### config.mk
export PLATFORM = sky130hd
export DESIGN_NAME = keypad_emulator
export DESIGN_NICKNAME = d
export VERILOG_FILES = /design/src/rtl/kpemu_pkg.sv /design/src/rtl/kpemu_keymap.sv /design/src/rtl/keypad_emulator.sv
export SDC_FILE = /design/constraint.sdc
export NUM_CORES = 1
export LEC_CHECK = 0
export CORE_MARGIN = 1
export CORE_UTILIZATION = 43
export CTS_CLUSTER_DIAMETER = 200
export DETAILED_ROUTE_END_ITERATION = 10
export GPL_TIMING_DRIVEN = 0
export HOLD_SLACK_MARGIN = 0.05
export PLACE_DENSITY = 0.62
export SYNTH_ARGS = -nofsm -noshare
export SYNTH_HDL_FRONTEND = slang
export SYNTH_HIERARCHICAL = 1
export SYNTH_SLANG_ARGS = --single-unit
### constraint.sdc
create_clock -name clk -period 1.9 [get_ports clk]
set_input_delay 0.19 -clock clk [delete_from_list [all_inputs] [get_ports clk]]
set_output_delay 0.19 -clock clk [all_outputs]
set_load 0.01 [all_outputs]
### src/rtl/kpemu_pkg.sv
`timescale 1ns/1ps
// Shared types, line patterns and key-to-(row,col) lookup for keypad_emulator.
// ST_BOUNCE is only ever entered when KPEMU_BOUNCE_EN is defined.
package kpemu_pkg;

  typedef enum logic [1:0] {
    ST_IDLE    = 2'd0,
    ST_PRESS   = 2'd1,
    ST_RELEASE = 2'd2,
    ST_BOUNCE  = 2'd3
  } state_t;

  localparam logic [3:0] IDLE_COL = 4'b1111;

  // Index 0..3 -> active-low one-hot line pattern, shared by rows and columns.
  localparam logic [3:0] LINE_PAT [4] = '{4'b1110, 4'b1101, 4'b1011, 4'b0111};

  typedef struct packed {
    logic [1:0] row;
    logic [1:0] col;
  } key_pos_t;

  function automatic key_pos_t key_to_pos(input logic [3:0] key);
    key_pos_t p;
    case (key)
      4'h1:    p = '{2'd0, 2'd0};
      4'h2:    p = '{2'd0, 2'd1};
      4'h3:    p = '{2'd0, 2'd2};
      4'hA:    p = '{2'd0, 2'd3};
      4'h4:    p = '{2'd1, 2'd0};
      4'h5:    p = '{2'd1, 2'd1};
      4'h6:    p = '{2'd1, 2'd2};
      4'hB:    p = '{2'd1, 2'd3};
      4'h7:    p = '{2'd2, 2'd0};
      4'h8:    p = '{2'd2, 2'd1};
      4'h9:    p = '{2'd2, 2'd2};
      4'hC:    p = '{2'd2, 2'd3};
      4'hE:    p = '{2'd3, 2'd0};
      4'h0:    p = '{2'd3, 2'd1};
      4'hF:    p = '{2'd3, 2'd2};
      default: p = '{2'd3, 2'd3};  // 4'hD
    endcase
    return p;
  endfunction

endpackage

### src/rtl/kpemu_keymap.sv
`timescale 1ns/1ps
// Combinational key code -> target row strobe pattern and column drive pattern.
module kpemu_keymap
  import kpemu_pkg::*;
(
  input  logic [3:0] key,
  output logic [3:0] row_pat,
  output logic [3:0] col_pat
);

  key_pos_t pos;

  always_comb begin
    pos     = key_to_pos(key);
    row_pat = LINE_PAT[pos.row];
    col_pat = LINE_PAT[pos.col];
  end

endmodule

### src/rtl/keypad_emulator.sv
`timescale 1ns/1ps
// Matrix-keypad responder: presses one key for HOLD_SCANS target-row visits, then releases it.
// Define KPEMU_BOUNCE_EN to precede the hold with BOUNCE_VISITS alternating bounce visits.
module keypad_emulator
  import kpemu_pkg::*;
#(
  parameter int HOLD_SCANS    = 16,
  parameter int RELEASE_SCANS = 16,
  parameter int BOUNCE_VISITS = 3,
  parameter int CNT_W         = 8
) (
  input  logic       clk,
  input  logic       rst,
  input  logic [3:0] rowwrite,
  output logic [3:0] colread,
  input  logic [3:0] key_in,
  input  logic       key_valid,
  output logic       key_ready,
  output logic       busy,
  output logic       done
);

  localparam int CNT_MAX = (1 << CNT_W) - 1;

  function automatic logic [CNT_W-1:0] sat_limit(input int n, input int floor_v);
    int v;
    v = (n < floor_v) ? floor_v : n;
    if (v > CNT_MAX) v = CNT_MAX;
    return v[CNT_W-1:0];
  endfunction

  function automatic logic [CNT_W-1:0] inc_sat(input logic [CNT_W-1:0] c);
    return (c == '1) ? c : c + 1'b1;
  endfunction

  localparam logic [CNT_W-1:0] HOLD_LIM = sat_limit(HOLD_SCANS, 1);
  localparam logic [CNT_W-1:0] REL_LIM  = sat_limit(RELEASE_SCANS, 1);
  localparam logic [CNT_W-1:0] BNC_LIM  = sat_limit(BOUNCE_VISITS, 0);

`ifdef KPEMU_BOUNCE_EN
  localparam bit BOUNCE_ON = (BNC_LIM != '0);
`else
  localparam bit BOUNCE_ON = 1'b0 && (BNC_LIM != '0);
`endif

  state_t           state;
  logic [CNT_W-1:0] cnt;
  logic [3:0]       row_q;
  logic [3:0]       tgt_row;
  logic [3:0]       tgt_col;
  logic [3:0]       key_row;
  logic [3:0]       key_col;
  logic             on_row;
  logic             visit;
  logic             accept;

  kpemu_keymap u_keymap (
    .key     (key_in),
    .row_pat (key_row),
    .col_pat (key_col)
  );

  // tgt_row is always one-hot-low, so idle or malformed strobes never match.
  assign on_row = (rowwrite == tgt_row);
  assign visit  = on_row && (rowwrite != row_q);
  assign accept = key_valid && key_ready;

  always_ff @(posedge clk) begin
    if (accept) begin
      tgt_row <= key_row;
      tgt_col <= key_col;
    end
  end

  always_ff @(posedge clk) begin
    if (rst) begin
      state     <= ST_IDLE;
      cnt       <= '0;
      row_q     <= IDLE_COL;
      colread   <= IDLE_COL;
      key_ready <= 1'b1;
      busy      <= 1'b0;
      done      <= 1'b0;
    end else begin
      row_q   <= rowwrite;
      colread <= IDLE_COL;
      done    <= 1'b0;
      case (state)
        ST_IDLE: begin
          if (accept) begin
            state     <= BOUNCE_ON ? ST_BOUNCE : ST_PRESS;
            cnt       <= '0;
            key_ready <= 1'b0;
            busy      <= 1'b1;
          end
        end
`ifdef KPEMU_BOUNCE_EN
        ST_BOUNCE: begin
          // Odd-numbered bounce visits are pressed; leave once the last one is over.
          if (cnt == BNC_LIM && !on_row) begin
            state <= ST_PRESS;
            cnt   <= '0;
          end else if (visit) begin
            cnt <= inc_sat(cnt);
            if (!cnt[0]) colread <= tgt_col;
          end else if (on_row && cnt[0]) begin
            colread <= tgt_col;
          end
        end
`endif
        ST_PRESS: begin
          if (visit && cnt == HOLD_LIM) begin
            state <= ST_RELEASE;
            cnt   <= '0;
          end else begin
            if (on_row) colread <= tgt_col;
            if (visit)  cnt     <= inc_sat(cnt);
          end
        end
        ST_RELEASE: begin
          if (visit) begin
            if (cnt == REL_LIM) begin
              state     <= ST_IDLE;
              cnt       <= '0;
              done      <= 1'b1;
              key_ready <= 1'b1;
              busy      <= 1'b0;
            end else begin
              cnt <= inc_sat(cnt);
            end
          end
        end
        default: begin
          state     <= ST_IDLE;
          cnt       <= '0;
          key_ready <= 1'b1;
          busy      <= 1'b0;
        end
      endcase
    end
  end

endmodule
==> results.json <==
{
  "status": "finished, violations left",
  "violations": "setup timing",
  "area_growth_pct": 31.3,
  "dp_worst_setup_slack_ps": -450,
  "p_leak_uw": 0.000771,
  "worstSetupPathType": "flop to flop",
  "ios": 18,
  "grt_max_degree": 11,
  "fin_ws_ps": -4.38,
  "synth.top_cell.area_share": 0.269,
  "antenna_cells": 0,
  "yosysUniqueCellTypes": 48,
  "synth.net_count": 177,
  "critPathBufInv": 1,
  "max_slew_margin": 0.598,
  "h-tree-depth": 2,
  "gp_congestion": 0.850,
  "crit_slowest_cell": "dfxtp_2",
  "nNetsFinal": 211,
  "yosys.area.top_type": "dfxtp_1",
  "min_from": "rowwrite[0]",
  "synth.ff_latch_count": 29,
  "vias": 1291,
  "hold_violations": 0,
  "numClockSinks": 29,
  "stdcell_count": 242,
  "min_to": "row_q[0]",
  "track_usage": 0.177,
  "start_util": 0.457,
  "overflow": 0,
  "cts-root-buf": "clkbuf_4",
  "path_cells": "inv_2, ha_2, nor4b_4, and3_4, nand3_4, a211oi_4, mux2_4",
  "cap_violations": 0,
  "clockBufferDepth": 2,
  "dr.pass1.iters": 4,
  "ys_seq_area_frac": 0.423,
  "reg2reg_depth": 7,
  "holdPathStages": 2,
  "worst_pin_slew_ps": 601,
  "syn-cell-area_mm2": 0.00156,
  "die_area_mm2": 0.00388,
  "power_switching_share": 0.363,
  "cts_inserted_buffers": 5,
  "rsz0062_at_grt": "true",
  "drive_gt1_frac": 0.316,
  "rrSetupSlack_ps": -4,
  "cts_tree": "built",
  "power_uw": 2010,
  "crit_family": "simple AND/OR/NAND/NOR gates",
  "port_buffers": 17,
  "grt_pass1_wl_mm": 5.39,
  "hpwl_mm": 2.24,
  "viasPerCell": 5.33,
  "clock_latency_ps": 320,
  "synthCells": 161,
  "synthTopCellsByArea": "dfxtp_1 (27%), edfxtp_1 (15%), ha_1 (4.0%), xor2_1 (3.9%), or2_2 (3.2%)",
  "worstReg2RegEnd": "busy",
  "critPathArrivalTime_ps": 2130,
  "grt_pass1_vias": 1221,
  "async_reset_ff_frac": 0,
  "max_freq_ghz": 0.525,
  "hp-class": "input pin to flop",
  "p_sw_uw": 729,
  "routed_wl_mm": 3.26,
  "synth_most_common_cell": "dfxtp_1",
  "p_seq_frac": 0.380,
  "slew_violations": 0,
  "dp_cells": 224,
  "antenna_left": 0,
  "fin_setup_tns_ps": -4.38,
  "setup_viol": 1,
  "fin_crit_ps": 1900,
  "clk_pin_slew_ps": 100,
  "cp_max_fo": 5,
  "cpPeakStageDelay_ps": 350,
  "powerDensity_mw_per_mm2": 981,
  "endpoint_kind": "flop",
  "antenna_found_initial": 0,
  "pwr-share-clk": 0.179,
  "synth-edff-count": 8,
  "die_x_um": 62.3,
  "period_share": 1.00,
  "die_h_um": 62.3,
  "synth_flop_cell": "dfxtp_1",
  "irDropWorstVdd_uv": 423,
  "r2r-start": "cnt[0]",
  "startpoint_type": "flop",
  "combPwrFrac": 0.441,
  "drc": 0,
  "syn_area_per_cell_um2": 9.70,
  "required_ps": 2130,
  "synth_common_cells": "dfxtp_1 (21), nor2_1 (13), a21oi_1 (9)",
  "num_rows": 21,
  "finClkSkew_ps": 14.4,
  "intPower_uw": 1280,
  "yosysWarningCount": 6,
  "first_iter_violations": 54,
  "wire_per_inst_um": 13.5,
  "core_mm2": 0.00342
}
-- final cells by class --
type / instances / area [µm²]
buffer: 7 / 57.6
clock buffer: 6 / 41.3
clock inverter: 2 / 10.0
fill: 307 / 1370
inverter: 8 / 30.0
multi-input combinational: 117 / 935
sequential: 29 / 663
tap: 46 / 57.6
timing repair buffer: 27 / 256
-- stage by stage --
stage / instance area, µm² / utilization / hold slack (ps)
6_report: 2050 / 0.600 / 194
5_1_grt: 2050 / 0.600 / 186
4_1_cts: 1870 / 0.549 / 442
3_5_place_dp: 1790 / 0.525 / 419
3_3_place_gp: 1790 / 0.525 / 411
2_1_floorplan: 1570 / - / 297
-- sequential cells by signal (all words and copies together), names as in the netlist --
signal / flops
colread: 4
row_q: 4
tgt_row: 4
state: 2
cnt: 8
done: 1
key_ready: 1
busy: 1
tgt_col: 4
-- worst max-delay path by stage --
stage                startpoint      to  cells after the start
floorplan            tgt_row[1]    busy                      5
global placement    rowwrite[1]    busy                      6
detailed placement  rowwrite[1]  cnt[3]                      7
CTS                  tgt_row[2]  cnt[3]                      6
global route             cnt[1]    busy                      7
finish                   cnt[0]    busy                      7
-- repair_timing --
item | 4_1_cts | 5_1_grt
buffers inserted | 1 | 9
setup endpoints to repair | 8 | 15
hold buffers | 0 | 0
hold endpoints to repair | 0 | 0
cloned | 0 | 0
pin swaps | 3 | 17
gates resized for setup | 5 | 32
-- logic make-up after synthesis --
| group | Yosys count | synth area share |
|---|---|---|
| buffers and inverters | 15 | 0.0545 |
| AO/OA/AOI/OAI | 38 | 0.175 |
| XOR/XNOR | 11 | 0.0617 |
| AND/OR/NAND/NOR | 58 | 0.213 |
| multiplexers | 5 | 0.0329 |
| flip-flops | 29 | 0.423 |
| adder cells (fa/ha/maj) | 5 | 0.0401 |
-- cells in the final DEF (no fill, tap or decap), types with 2 or more instances in the layout --
cell	n
clkbuf_4	5
a21oi_2	4
buf_6	4
a41o_2	2
buf_4	10
nor2b_1	2
nand2_1	3
dlymetal6s2s_1	4
clkdlybuf4s50_1	13
a211oi_1	2
a31oi_1	3
ha_1	4
nand4_1	2
nand3_1	6
o21ai_0	3
or2_2	4
nor3_1	8
xor2_2	2
clkinv_2	2
inv_1	7
edfxtp_1	8
o31a_1	2
a21oi_1	7
or2_4	4
nor2_1	12
o211ai_1	2
o31ai_1	3
buf_2	2
nor2_2	2
or4_4	3
mux2i_1	4
nand2b_1	2
dfxtp_1	19
xor2_1	5
clkbuf_1	2
dfxtp_2	2
xnor2_1	4
-- power groups by stage --
| stage | clock network [µW] | registers [µW] | logic (µW) |
|---|---|---|---|
| after floorplan | 0 | 768 | 520 |
| after global placement | 0 | 767 | 691 |
| after detailed placement | 0 | 770 | 705 |
| after CTS | 369 | 757 | 741 |
| after global routing | 402 | 774 | 966 |
| final | 360 | 764 | 886 |
-- per-layer routing --
layer  track usage  wire length [µm]
met1         0.212              1500
met2         0.295              1620
met3        0.0570               103
met4        0.0640                35
met5             0                 0
Note: power is estimated with default switching activity, not from simulation.
